$ cat config.mk
export PLATFORM = sky130hd
export DESIGN_NAME = ddr_frame_arbiter
export DESIGN_NICKNAME = d
export VERILOG_FILES = /design/src/rtl/ddr_frame_arbiter_pkg.sv /design/src/rtl/ddr_frame_arbiter_frame_buf_mgr.sv /design/src/rtl/ddr_frame_arbiter.sv
export SDC_FILE = /design/constraint.sdc
export NUM_CORES = 1
export LEC_CHECK = 0
export CORE_MARGIN = 2
export CORE_UTILIZATION = 55
export CTS_CLUSTER_DIAMETER = 150
export DETAILED_ROUTE_END_ITERATION = 8
export PLACE_DENSITY = 0.88
export RECOVER_POWER = 25
export SYNTH_ARGS = -nofsm -noshare
export SYNTH_HDL_FRONTEND = slang
export SYNTH_HIERARCHICAL = 1
export SYNTH_SLANG_ARGS = --single-unit
$ cat constraint.sdc
create_clock -name clk -period 2.22 [get_ports clk]
set_input_delay 0.555 -clock clk [delete_from_list [all_inputs] [get_ports clk]]
set_output_delay 0.555 -clock clk [all_outputs]
set_load 0.05 [all_outputs]
$ cat src/rtl/ddr_frame_arbiter_pkg.sv
// ----------------------------------------------------------------------------
// ddr_frame_arbiter_pkg
//
// Purpose: shared types and constants for the DDR frame arbiter slice.
//   - arb_state_e : arbiter FSM states
//   - buf_idx_t   : 2-bit frame buffer index (legal values 0..2)
//   - CMD_DIR_*   : command direction encoding on cmd_wr
//   - DEFAULT_*   : default address width / burst address increment
//   - free_buf()  : picks the buffer the writer may use next
//
// Optional feature macro: ARB_TRIPLE_BUF_EN (uses free_buf()).
// ----------------------------------------------------------------------------
package ddr_frame_arbiter_pkg;

    typedef enum logic [1:0] {
        ST_WAIT_CAL = 2'd0,
        ST_ARB      = 2'd1,
        ST_ISSUE    = 2'd2
    } arb_state_e;

    typedef logic [1:0] buf_idx_t;

    localparam logic CMD_DIR_WR = 1'b1;
    localparam logic CMD_DIR_RD = 1'b0;

    localparam int DEFAULT_ADDR_W    = 28;
    localparam int DEFAULT_BURST_INC = 64;

    // The writer must avoid both the buffer being displayed and the newest
    // completed frame. With three buffers the remaining index is 3-a-b; when
    // both are the same buffer, step one past the completed frame.
    function automatic buf_idx_t free_buf(input buf_idx_t rdBuf, input buf_idx_t doneBuf);
        if (rdBuf == doneBuf) begin
            free_buf = (doneBuf == 2'd2) ? 2'd0 : doneBuf + 2'd1;
        end else begin
            free_buf = 2'd3 - rdBuf - doneBuf;
        end
    endfunction

endpackage

$ cat src/rtl/ddr_frame_arbiter_frame_buf_mgr.sv
// ----------------------------------------------------------------------------
// ddr_frame_arbiter_frame_buf_mgr
//
// Purpose: frame bookkeeping for the DDR frame arbiter. Latches frame-start
// pulses as pending flags, applies them only when the arbiter allows it,
// keeps the per-frame burst counters, and (with ARB_TRIPLE_BUF_EN) tracks
// the last completed frame and selects the write/read buffers.
//
// Ports:
//   clk, rst_n          clock, asynchronous active-low reset
//   apply_i             arbiter is between commands; pending starts may apply
//   wr_frame_start_i    input-side vsync pulse
//   rd_frame_start_i    output-side vsync pulse
//   wr_inc_i, rd_inc_i  burst accepted for the write / read channel
//   wr_buf_o, rd_buf_o  current write / read buffer index
//   wr_cnt_o, rd_cnt_o  bursts issued in the current write / read frame
//   applying_o          a frame start is being applied this cycle
//
// Macro ARB_TRIPLE_BUF_EN: enables triple buffering; without it both buffer
// indices are constant 0 and frame starts only clear the counters.
// ----------------------------------------------------------------------------
module ddr_frame_arbiter_frame_buf_mgr
    import ddr_frame_arbiter_pkg::*;
#(
    parameter int FRAME_BURSTS = 14400
) (
    input  logic        clk,
    input  logic        rst_n,
    input  logic        apply_i,
    input  logic        wr_frame_start_i,
    input  logic        rd_frame_start_i,
    input  logic        wr_inc_i,
    input  logic        rd_inc_i,
    output buf_idx_t    wr_buf_o,
    output buf_idx_t    rd_buf_o,
    output logic [15:0] wr_cnt_o,
    output logic [15:0] rd_cnt_o,
    output logic        applying_o
);

    localparam logic [15:0] CNT_MAX = 16'(FRAME_BURSTS);

    logic        wrPend_q, wrPend_d;
    logic        rdPend_q, rdPend_d;
    logic [15:0] wrCnt_q, wrCnt_d;
    logic [15:0] rdCnt_q, rdCnt_d;
    logic        wrPendNow, rdPendNow;
    logic        applyWr, applyRd;

    // A pulse arriving in an apply cycle takes effect immediately; otherwise
    // it waits in the pending flag. Repeated pulses just keep the flag set.
    // Counters clear on frame start and saturate at the frame length.
    always_comb begin
        wrPendNow = wrPend_q | wr_frame_start_i;
        rdPendNow = rdPend_q | rd_frame_start_i;
        applyWr   = apply_i & wrPendNow;
        applyRd   = apply_i & rdPendNow;
        wrPend_d  = wrPendNow & ~apply_i;
        rdPend_d  = rdPendNow & ~apply_i;

        wrCnt_d = wrCnt_q;
        if (applyWr) begin
            wrCnt_d = '0;
        end else if (wr_inc_i && (wrCnt_q < CNT_MAX)) begin
            wrCnt_d = wrCnt_q + 16'd1;
        end

        rdCnt_d = rdCnt_q;
        if (applyRd) begin
            rdCnt_d = '0;
        end else if (rd_inc_i && (rdCnt_q < CNT_MAX)) begin
            rdCnt_d = rdCnt_q + 16'd1;
        end
    end

    // Pending flags and counters.
    always_ff @(posedge clk or negedge rst_n) begin
        if (!rst_n) begin
            wrPend_q <= 1'b0;
            rdPend_q <= 1'b0;
            wrCnt_q  <= '0;
            rdCnt_q  <= '0;
        end else begin
            wrPend_q <= wrPend_d;
            rdPend_q <= rdPend_d;
            wrCnt_q  <= wrCnt_d;
            rdCnt_q  <= rdCnt_d;
        end
    end

    assign wr_cnt_o   = wrCnt_q;
    assign rd_cnt_o   = rdCnt_q;
    assign applying_o = applyWr | applyRd;

`ifdef ARB_TRIPLE_BUF_EN
    buf_idx_t wrBuf_q, wrBuf_d;
    buf_idx_t rdBuf_q, rdBuf_d;
    buf_idx_t lastDone_q, lastDone_d;
    logic     doneValid_q, doneValid_d;

    // Order matters when both starts apply together: the completed write
    // frame is published first so the reader can pick it up in the same
    // cycle, then the writer moves to the buffer neither side references.
    // A short write frame is dropped and never published.
    always_comb begin
        lastDone_d  = lastDone_q;
        doneValid_d = doneValid_q;
        rdBuf_d     = rdBuf_q;
        wrBuf_d     = wrBuf_q;
        if (applyWr && (wrCnt_q == CNT_MAX)) begin
            lastDone_d  = wrBuf_q;
            doneValid_d = 1'b1;
        end
        if (applyRd && doneValid_d) begin
            rdBuf_d = lastDone_d;
        end
        if (applyWr) begin
            wrBuf_d = free_buf(rdBuf_d, lastDone_d);
        end
    end

    // Buffer selection state.
    always_ff @(posedge clk or negedge rst_n) begin
        if (!rst_n) begin
            wrBuf_q     <= 2'd1;
            rdBuf_q     <= 2'd0;
            lastDone_q  <= 2'd0;
            doneValid_q <= 1'b0;
        end else begin
            wrBuf_q     <= wrBuf_d;
            rdBuf_q     <= rdBuf_d;
            lastDone_q  <= lastDone_d;
            doneValid_q <= doneValid_d;
        end
    end

    assign wr_buf_o = wrBuf_q;
    assign rd_buf_o = rdBuf_q;
`else
    assign wr_buf_o = 2'd0;
    assign rd_buf_o = 2'd0;
`endif

endmodule

$ cat src/rtl/ddr_frame_arbiter.sv
// ----------------------------------------------------------------------------
// ddr_frame_arbiter
//
// Purpose: schedules the single DDR3 user command port between the video
// write channel (camera -> frame memory) and the video read channel
// (frame memory -> HDMI), with frame buffer management in a sub-module.
//
// Ports:
//   clk, rst_n                    DDR user clock, async active-low reset
//   calib_done                    DDR calibration complete
//   wr_frame_start/rd_frame_start vsync pulses of input / output side
//   wr_req, rd_req                channel has a burst ready / room for one
//   rd_urgent                     read FIFO near empty, read takes priority
//   wr_grant, rd_grant            pulse when a burst command is accepted
//   cmd_valid/cmd_ready           command handshake to the DDR controller
//   cmd_wr, cmd_addr              command direction (1 = write) and address
//   wr_buf, rd_buf                current write / read buffer index
//
// Macro ARB_TRIPLE_BUF_EN: enables triple frame buffering (see frame_buf_mgr).
// ----------------------------------------------------------------------------
module ddr_frame_arbiter
    import ddr_frame_arbiter_pkg::*;
#(
    parameter int                ADDR_W       = DEFAULT_ADDR_W,
    parameter int                BURST_INC    = DEFAULT_BURST_INC,
    parameter int                FRAME_BURSTS = 14400,
    parameter logic [ADDR_W-1:0] FRAME_STRIDE = ADDR_W'(28'h0100000)
) (
    input  logic              clk,
    input  logic              rst_n,
    input  logic              calib_done,
    input  logic              wr_frame_start,
    input  logic              rd_frame_start,
    input  logic              wr_req,
    input  logic              rd_req,
    input  logic              rd_urgent,
    output logic              wr_grant,
    output logic              rd_grant,
    output logic              cmd_valid,
    input  logic              cmd_ready,
    output logic              cmd_wr,
    output logic [ADDR_W-1:0] cmd_addr,
    output logic [1:0]        wr_buf,
    output logic [1:0]        rd_buf
);

    localparam logic [15:0] CNT_MAX = 16'(FRAME_BURSTS);

    arb_state_e        state_q;
    logic              cmdValid_q;
    logic              cmdWr_q;
    logic [ADDR_W-1:0] cmdAddr_q;
    logic              lastWr_q;

    buf_idx_t          wrBuf, rdBuf;
    logic [15:0]       wrCnt, rdCnt;
    logic              frameApplying;
    logic              handshake;
    logic              wrElig, rdElig, pickWr;
    logic [ADDR_W-1:0] wrAddr, rdAddr;

    assign handshake = cmdValid_q & cmd_ready;
    assign wr_grant  = handshake & (cmdWr_q == CMD_DIR_WR);
    assign rd_grant  = handshake & (cmdWr_q == CMD_DIR_RD);

    ddr_frame_arbiter_frame_buf_mgr #(
        .FRAME_BURSTS(FRAME_BURSTS)
    ) u_frame_buf_mgr (
        .clk              (clk),
        .rst_n            (rst_n),
        .apply_i          (state_q != ST_ISSUE),
        .wr_frame_start_i (wr_frame_start),
        .rd_frame_start_i (rd_frame_start),
        .wr_inc_i         (wr_grant),
        .rd_inc_i         (rd_grant),
        .wr_buf_o         (wrBuf),
        .rd_buf_o         (rdBuf),
        .wr_cnt_o         (wrCnt),
        .rd_cnt_o         (rdCnt),
        .applying_o       (frameApplying)
    );

    // Burst addresses wrap in ADDR_W bits by construction.
    assign wrAddr = ADDR_W'(wrBuf) * FRAME_STRIDE + ADDR_W'(wrCnt) * ADDR_W'(BURST_INC);
    assign rdAddr = ADDR_W'(rdBuf) * FRAME_STRIDE + ADDR_W'(rdCnt) * ADDR_W'(BURST_INC);

    // An urgent read overrides fairness; otherwise alternate on last_wr, and
    // a lone eligible channel always wins.
    always_comb begin
        wrElig = wr_req & (wrCnt < CNT_MAX);
        rdElig = rd_req & (rdCnt < CNT_MAX);
        pickWr = 1'b0;
        if (rd_urgent && rdElig) begin
            pickWr = 1'b0;
        end else if (wrElig && rdElig) begin
            pickWr = ~lastWr_q;
        end else begin
            pickWr = wrElig;
        end
    end

    // Arbiter FSM. The cycle in which a frame start is applied skips the
    // decision so a command never pairs a pre-update address with a
    // post-update counter. Losing calibration during ISSUE still finishes
    // the outstanding handshake before parking in WAIT_CAL.
    always_ff @(posedge clk or negedge rst_n) begin
        if (!rst_n) begin
            state_q    <= ST_WAIT_CAL;
            cmdValid_q <= 1'b0;
            cmdWr_q    <= CMD_DIR_RD;
            cmdAddr_q  <= '0;
            lastWr_q   <= 1'b0;
        end else begin
            case (state_q)
                ST_WAIT_CAL: begin
                    if (calib_done) begin
                        state_q <= ST_ARB;
                    end
                end
                ST_ARB: begin
                    if (!calib_done) begin
                        state_q <= ST_WAIT_CAL;
                    end else if (!frameApplying && (wrElig || rdElig)) begin
                        state_q    <= ST_ISSUE;
                        cmdValid_q <= 1'b1;
                        cmdWr_q    <= pickWr ? CMD_DIR_WR : CMD_DIR_RD;
                        cmdAddr_q  <= pickWr ? wrAddr : rdAddr;
                        lastWr_q   <= pickWr;
                    end
                end
                ST_ISSUE: begin
                    if (cmd_ready) begin
                        cmdValid_q <= 1'b0;
                        state_q    <= calib_done ? ST_ARB : ST_WAIT_CAL;
                    end
                end
                default: begin
                    state_q    <= ST_WAIT_CAL;
                    cmdValid_q <= 1'b0;
                end
            endcase
        end
    end

    assign cmd_valid = cmdValid_q;
    assign cmd_wr    = cmdWr_q;
    assign cmd_addr  = cmdAddr_q;
    assign wr_buf    = wrBuf;
    assign rd_buf    = rdBuf;

endmodule

==> reports/results.md <==
Status
- **result of the run** complete, no violations

Yosys
- **average footprint of a synthesized cell** 9.34 µm²
- **number of synthesized flops with an enable pin** 0
- **distinct cell type count after synthesis** 44
- **fraction of registers with async set or reset after synthesis** 100%
- **Synth area leaders** sky130_fd_sc_hd__dfrtp_1 (45%), sky130_fd_sc_hd__a31oi_1 (6.9%), sky130_fd_sc_hd__nand3_1 (5.3%), sky130_fd_sc_hd__o21ai_0 (5.0%), sky130_fd_sc_hd__buf_4 (3.9%)
- **post-synth top area share** 44.5%
- **portion of the post-synthesis area used by sequential elements** 44.5%
- **most common library cells after synthesis** sky130_fd_sc_hd__dfrtp_1 (55), sky130_fd_sc_hd__a31oi_1 (34), sky130_fd_sc_hd__nand3_1 (33), sky130_fd_sc_hd__o21ai_0 (31), sky130_fd_sc_hd__a21oi_1 (20)
- **Warnings, synthesis** 6
- **area leader, netlist** sky130_fd_sc_hd__dfrtp_1
- **most numerous cell in the Yosys netlist** sky130_fd_sc_hd__dfrtp_1
- **gate count after technology mapping** 331
- **cell area after synthesis** 3090 µm²
- **ys flop type** sky130_fd_sc_hd__dfrtp_1
- **number of synthesized register bits** 55

Critical path
- **Largest stage delay, worst path** 830 ps
- **r2r endpoint** cmd_wr
- **Worst Setup Start Kind** register
- **type of the worst setup path** register to output port
- **CP Cell Sequence** clkdlybuf4s50_1
- **Data required, critical path** 1660 ps
- **data arrival time of the critical path** 1570 ps
- **kind of end point of the critical path** output port
- **number of buffer and inverter stages on the critical path** 1
- **Largest delay share family, worst path** buffers and inverters
- **logic depth of the worst register-to-register path** 5
- **Crit Path Max Fanout** 5
- **Critical R2R Launch** u_frame_buf_mgr/wr_cnt_o[8]
- **Slowest cell on crit path** sky130_fd_sc_hd__clkdlybuf4s50_1
- **setup slack of the worst register-to-register path** 200 ps

Timing
- **post-layout min period** 2120 ps
- **worst clock skew** 7.25 ps
- **slew margin rel.** 33.4%
- **setup repair after global routing missed its margin** no
- **final setup violation count** 0
- **total count of max-transition violations in the final report** 0
- **Least-Margin Pin Slew** 999 ps
- **number of hold violations in the final report** 0
- **highest achievable clock rate** 471 MHz
- **fin crit share** 95.7%
- **fin worst setup slack** 95.0 ps

Place
- **detailed placement HPWL** 5730 µm
- **number of port buffers** 29
- **count of placed standard cells including taps** 445
- **setup slack at placement** -426 ps
- **global placer's final weighted congestion** 0.838

Detailed routing
- **count of vias placed by the detailed router** 2836
- **sum of met3 wire segment lengths after detailed routing** 498 µm
- **violation count after the first detailed-routing iteration** 322
- **wire length on met2** 3750 µm
- **WL per Instance** 17.1 µm
- **top sig layer** met4
- **Antenna Violating Nets Remaining** 0
- **DRC Markers** 0
- **Total Wirelength** 7770 µm
- **met1 WL** 3440 µm
- **routed via count divided by cell count** 6.26
- **first drt pass iteration count** 5

CTS
- **post-cts sizing count** 5
- **clock slew seen by the registers of the worst setup and hold paths** 90 ps
- **clock sink count** 55
- **hold buffer count at CTS** 0
- **number of buffers on the longest clock path** 2
- **clock root buffer** sky130_fd_sc_hd__clkbuf_8
- **total clock buffers created by CTS** 5
- **H-Tree Level Count** 2
- **setup fix buffers added after clock tree synthesis** 0
- **source-to-sink clock delay at the later pin of the worst-skew pair** 300 ps
- **TritonCTS clock tree** done

Finish
- **Register Area** 1380 µm²
- **Filler Cells Inserted** 428
- **fraction of layout instances using a drive strength above 1** 14.4%
- **area growth from synthesis to layout** 20.1%
- **Diodes inserted** 0
- **non-filler cells, final** 453
- **Total Nets Final** 395
- **core utilization of the finished layout** 67.8%
- **multi-input gate area in the final layout** 1560 µm²

Die
- **area of the die** 6230 µm²
- **initial core utilization** 56.5%
- **Rows** 27
- **die boundary width** 79.0 µm
- **placeable core area** 5470 µm²
- **boundary pin count** 45
- **die height** 79.0 µm

Pwr
- **switching power as a share of total power** 40.3%
- **P_int** 1.84 mW
- **leakage** 1.49 nW
- **highest ir drop seen on vdd** 0.708 mV
- **share of total power in the clock network** 18.8%
- **PwrDens** 829 nW/µm²
- **sequential share of power** 40.3%
- **NetSw** 1.24 mW
- **power share of the combinational group** 40.9%

GRT
- **global route overflow** 0
- **wire length of the first global-routing pass** 12900 µm
- **via count of the first global-routing pass** 2644
- **largest net degree at the start of global routing** 41
- **number of antenna violations at the first check in global routing** 0
- **total track usage** 26.3%

Worst hold path
- **worst hold path type** input pin to asynchronous set/reset pin

Flow run
- **number of maximum-capacitance constraint violations** 0

==> worst max path at each step <==
stage	startpoint	end	cells past startpoint
5_1_grt	cmd_wr	cmd_wr	1
3_3_place_gp	cmd_ready	u_frame_buf_mgr/wr_cnt_o[11]	7
3_5_place_dp	cmd_ready	u_frame_buf_mgr/wr_cnt_o[13]	7
2_1_floorplan	cmd_valid	u_frame_buf_mgr/rd_cnt_o[12]	8
4_1_cts	cmd_wr	cmd_wr	1
6_report	cmd_wr	cmd_wr	1
==> power groups by stage <==
stage                     Sequential [mW]  Clock (mW)  Combinational [mW]
after CTS                            1.24       0.592                1.26
after detailed placement             1.26           0                1.25
after global placement               1.25           0                1.23
after floorplan                      1.63           0               0.416
final                                1.24       0.579                1.26
after global routing                 1.26       0.637                1.33
==> state kept, by name (all words and copies together), names as in the netlist <==
| signal | flops |
|---|---|
| cmd_addr | 17 |
| u_frame_buf_mgr/rd_cnt_o | 16 |
| u_frame_buf_mgr/wr_cnt_o | 16 |
| state_q | 2 |
| cmd_valid | 1 |
| cmd_wr | 1 |
| u_frame_buf_mgr/rdPend_q | 1 |
| u_frame_buf_mgr/wrPend_q | 1 |
==> per-stage QoR <==
stage | hold WS [ps] | total power, mW | TNS [ps] | area [µm²]
6_report | 339 | 3.08 | 0 | 3710
4_1_cts | 169 | 3.10 | 0 | 3730
5_1_grt | 382 | 3.23 | 0 | 3710
2_1_floorplan | 259 | 2.05 | 0 | 3150
3_3_place_gp | 490 | 2.48 | -9840 | 3610
3_5_place_dp | 502 | 2.52 | -12060 | 3610
==> routing by layer <==
metal  track usage, %  vias to the layer above
li1                 -                     1321
met4             7.07                        0
met5                0                        -
met2             41.9                      127
met3             3.86                        6
met1             37.9                     1382
==> placed cells by master, fill, tap and decap left out, types with 2 or more instances in the layout <==
cell type / netlist / layout
sky130_fd_sc_hd__a22oi_1: 2 / 2
sky130_fd_sc_hd__nor2b_1: 2 / 2
sky130_fd_sc_hd__mux2i_1: 3 / 3
sky130_fd_sc_hd__ha_1: 4 / 4
sky130_fd_sc_hd__o21ai_0: 31 / 30
sky130_fd_sc_hd__clkbuf_8: 0 / 6
sky130_fd_sc_hd__a21oi_1: 20 / 20
sky130_fd_sc_hd__nor2_1: 17 / 16
sky130_fd_sc_hd__nand4_1: 5 / 5
sky130_fd_sc_hd__clkdlybuf4s50_1: 0 / 25
sky130_fd_sc_hd__nor3b_1: 3 / 3
sky130_fd_sc_hd__dfrtp_1: 55 / 53
sky130_fd_sc_hd__nor4b_2: 0 / 2
sky130_fd_sc_hd__nand2b_1: 2 / 2
sky130_fd_sc_hd__o21a_1: 2 / 2
sky130_fd_sc_hd__dfrtp_2: 0 / 2
sky130_fd_sc_hd__or4_1: 14 / 13
sky130_fd_sc_hd__buf_4: 16 / 29
sky130_fd_sc_hd__o31ai_1: 9 / 9
sky130_fd_sc_hd__nand3_1: 33 / 33
sky130_fd_sc_hd__and4_1: 2 / 2
sky130_fd_sc_hd__or3_1: 10 / 10
sky130_fd_sc_hd__or4_4: 1 / 2
sky130_fd_sc_hd__conb_1: 2 / 15
sky130_fd_sc_hd__fa_1: 2 / 2
sky130_fd_sc_hd__o21ai_1: 2 / 3
sky130_fd_sc_hd__nand2_1: 16 / 16
sky130_fd_sc_hd__nor4_1: 3 / 3
sky130_fd_sc_hd__and3_4: 1 / 2
sky130_fd_sc_hd__and2_1: 5 / 5
sky130_fd_sc_hd__buf_12: 0 / 4
sky130_fd_sc_hd__xor2_1: 2 / 2
sky130_fd_sc_hd__a31oi_1: 34 / 34
sky130_fd_sc_hd__and3_1: 3 / 2
sky130_fd_sc_hd__inv_1: 3 / 3
==> kinds of logic (layout without fill, tap and decap cells) <==
| family | after synthesis | count (layout) | share of synthesized area (%) |
|---|---|---|---|
| flops | 55 | 55 | 44.5 |
| mux | 4 | 4 | 1.34 |
| fa+ha+maj | 6 | 6 | 2.92 |
| xor+xnor | 2 | 2 | 0.567 |
| compound gates | 104 | 104 | 20.9 |
| other cells | 2 | 15 | 0.243 |
| simple gates | 122 | 122 | 22.2 |
| buf+inv | 36 | 73 | 7.37 |
==> cell type report <==
class | instances | share of cell area, %
Multi-Input combinational cell | 253 | 42.1
Sequential cell | 55 | 37.1
Timing Repair Buffer | 61 | 15.2
Tap cell | 72 | 2.43
Clock buffer | 6 | 2.22
Clock inverter | 2 | 0.438
Inverter | 4 | 0.404
(Power assumes the default switching activity.)
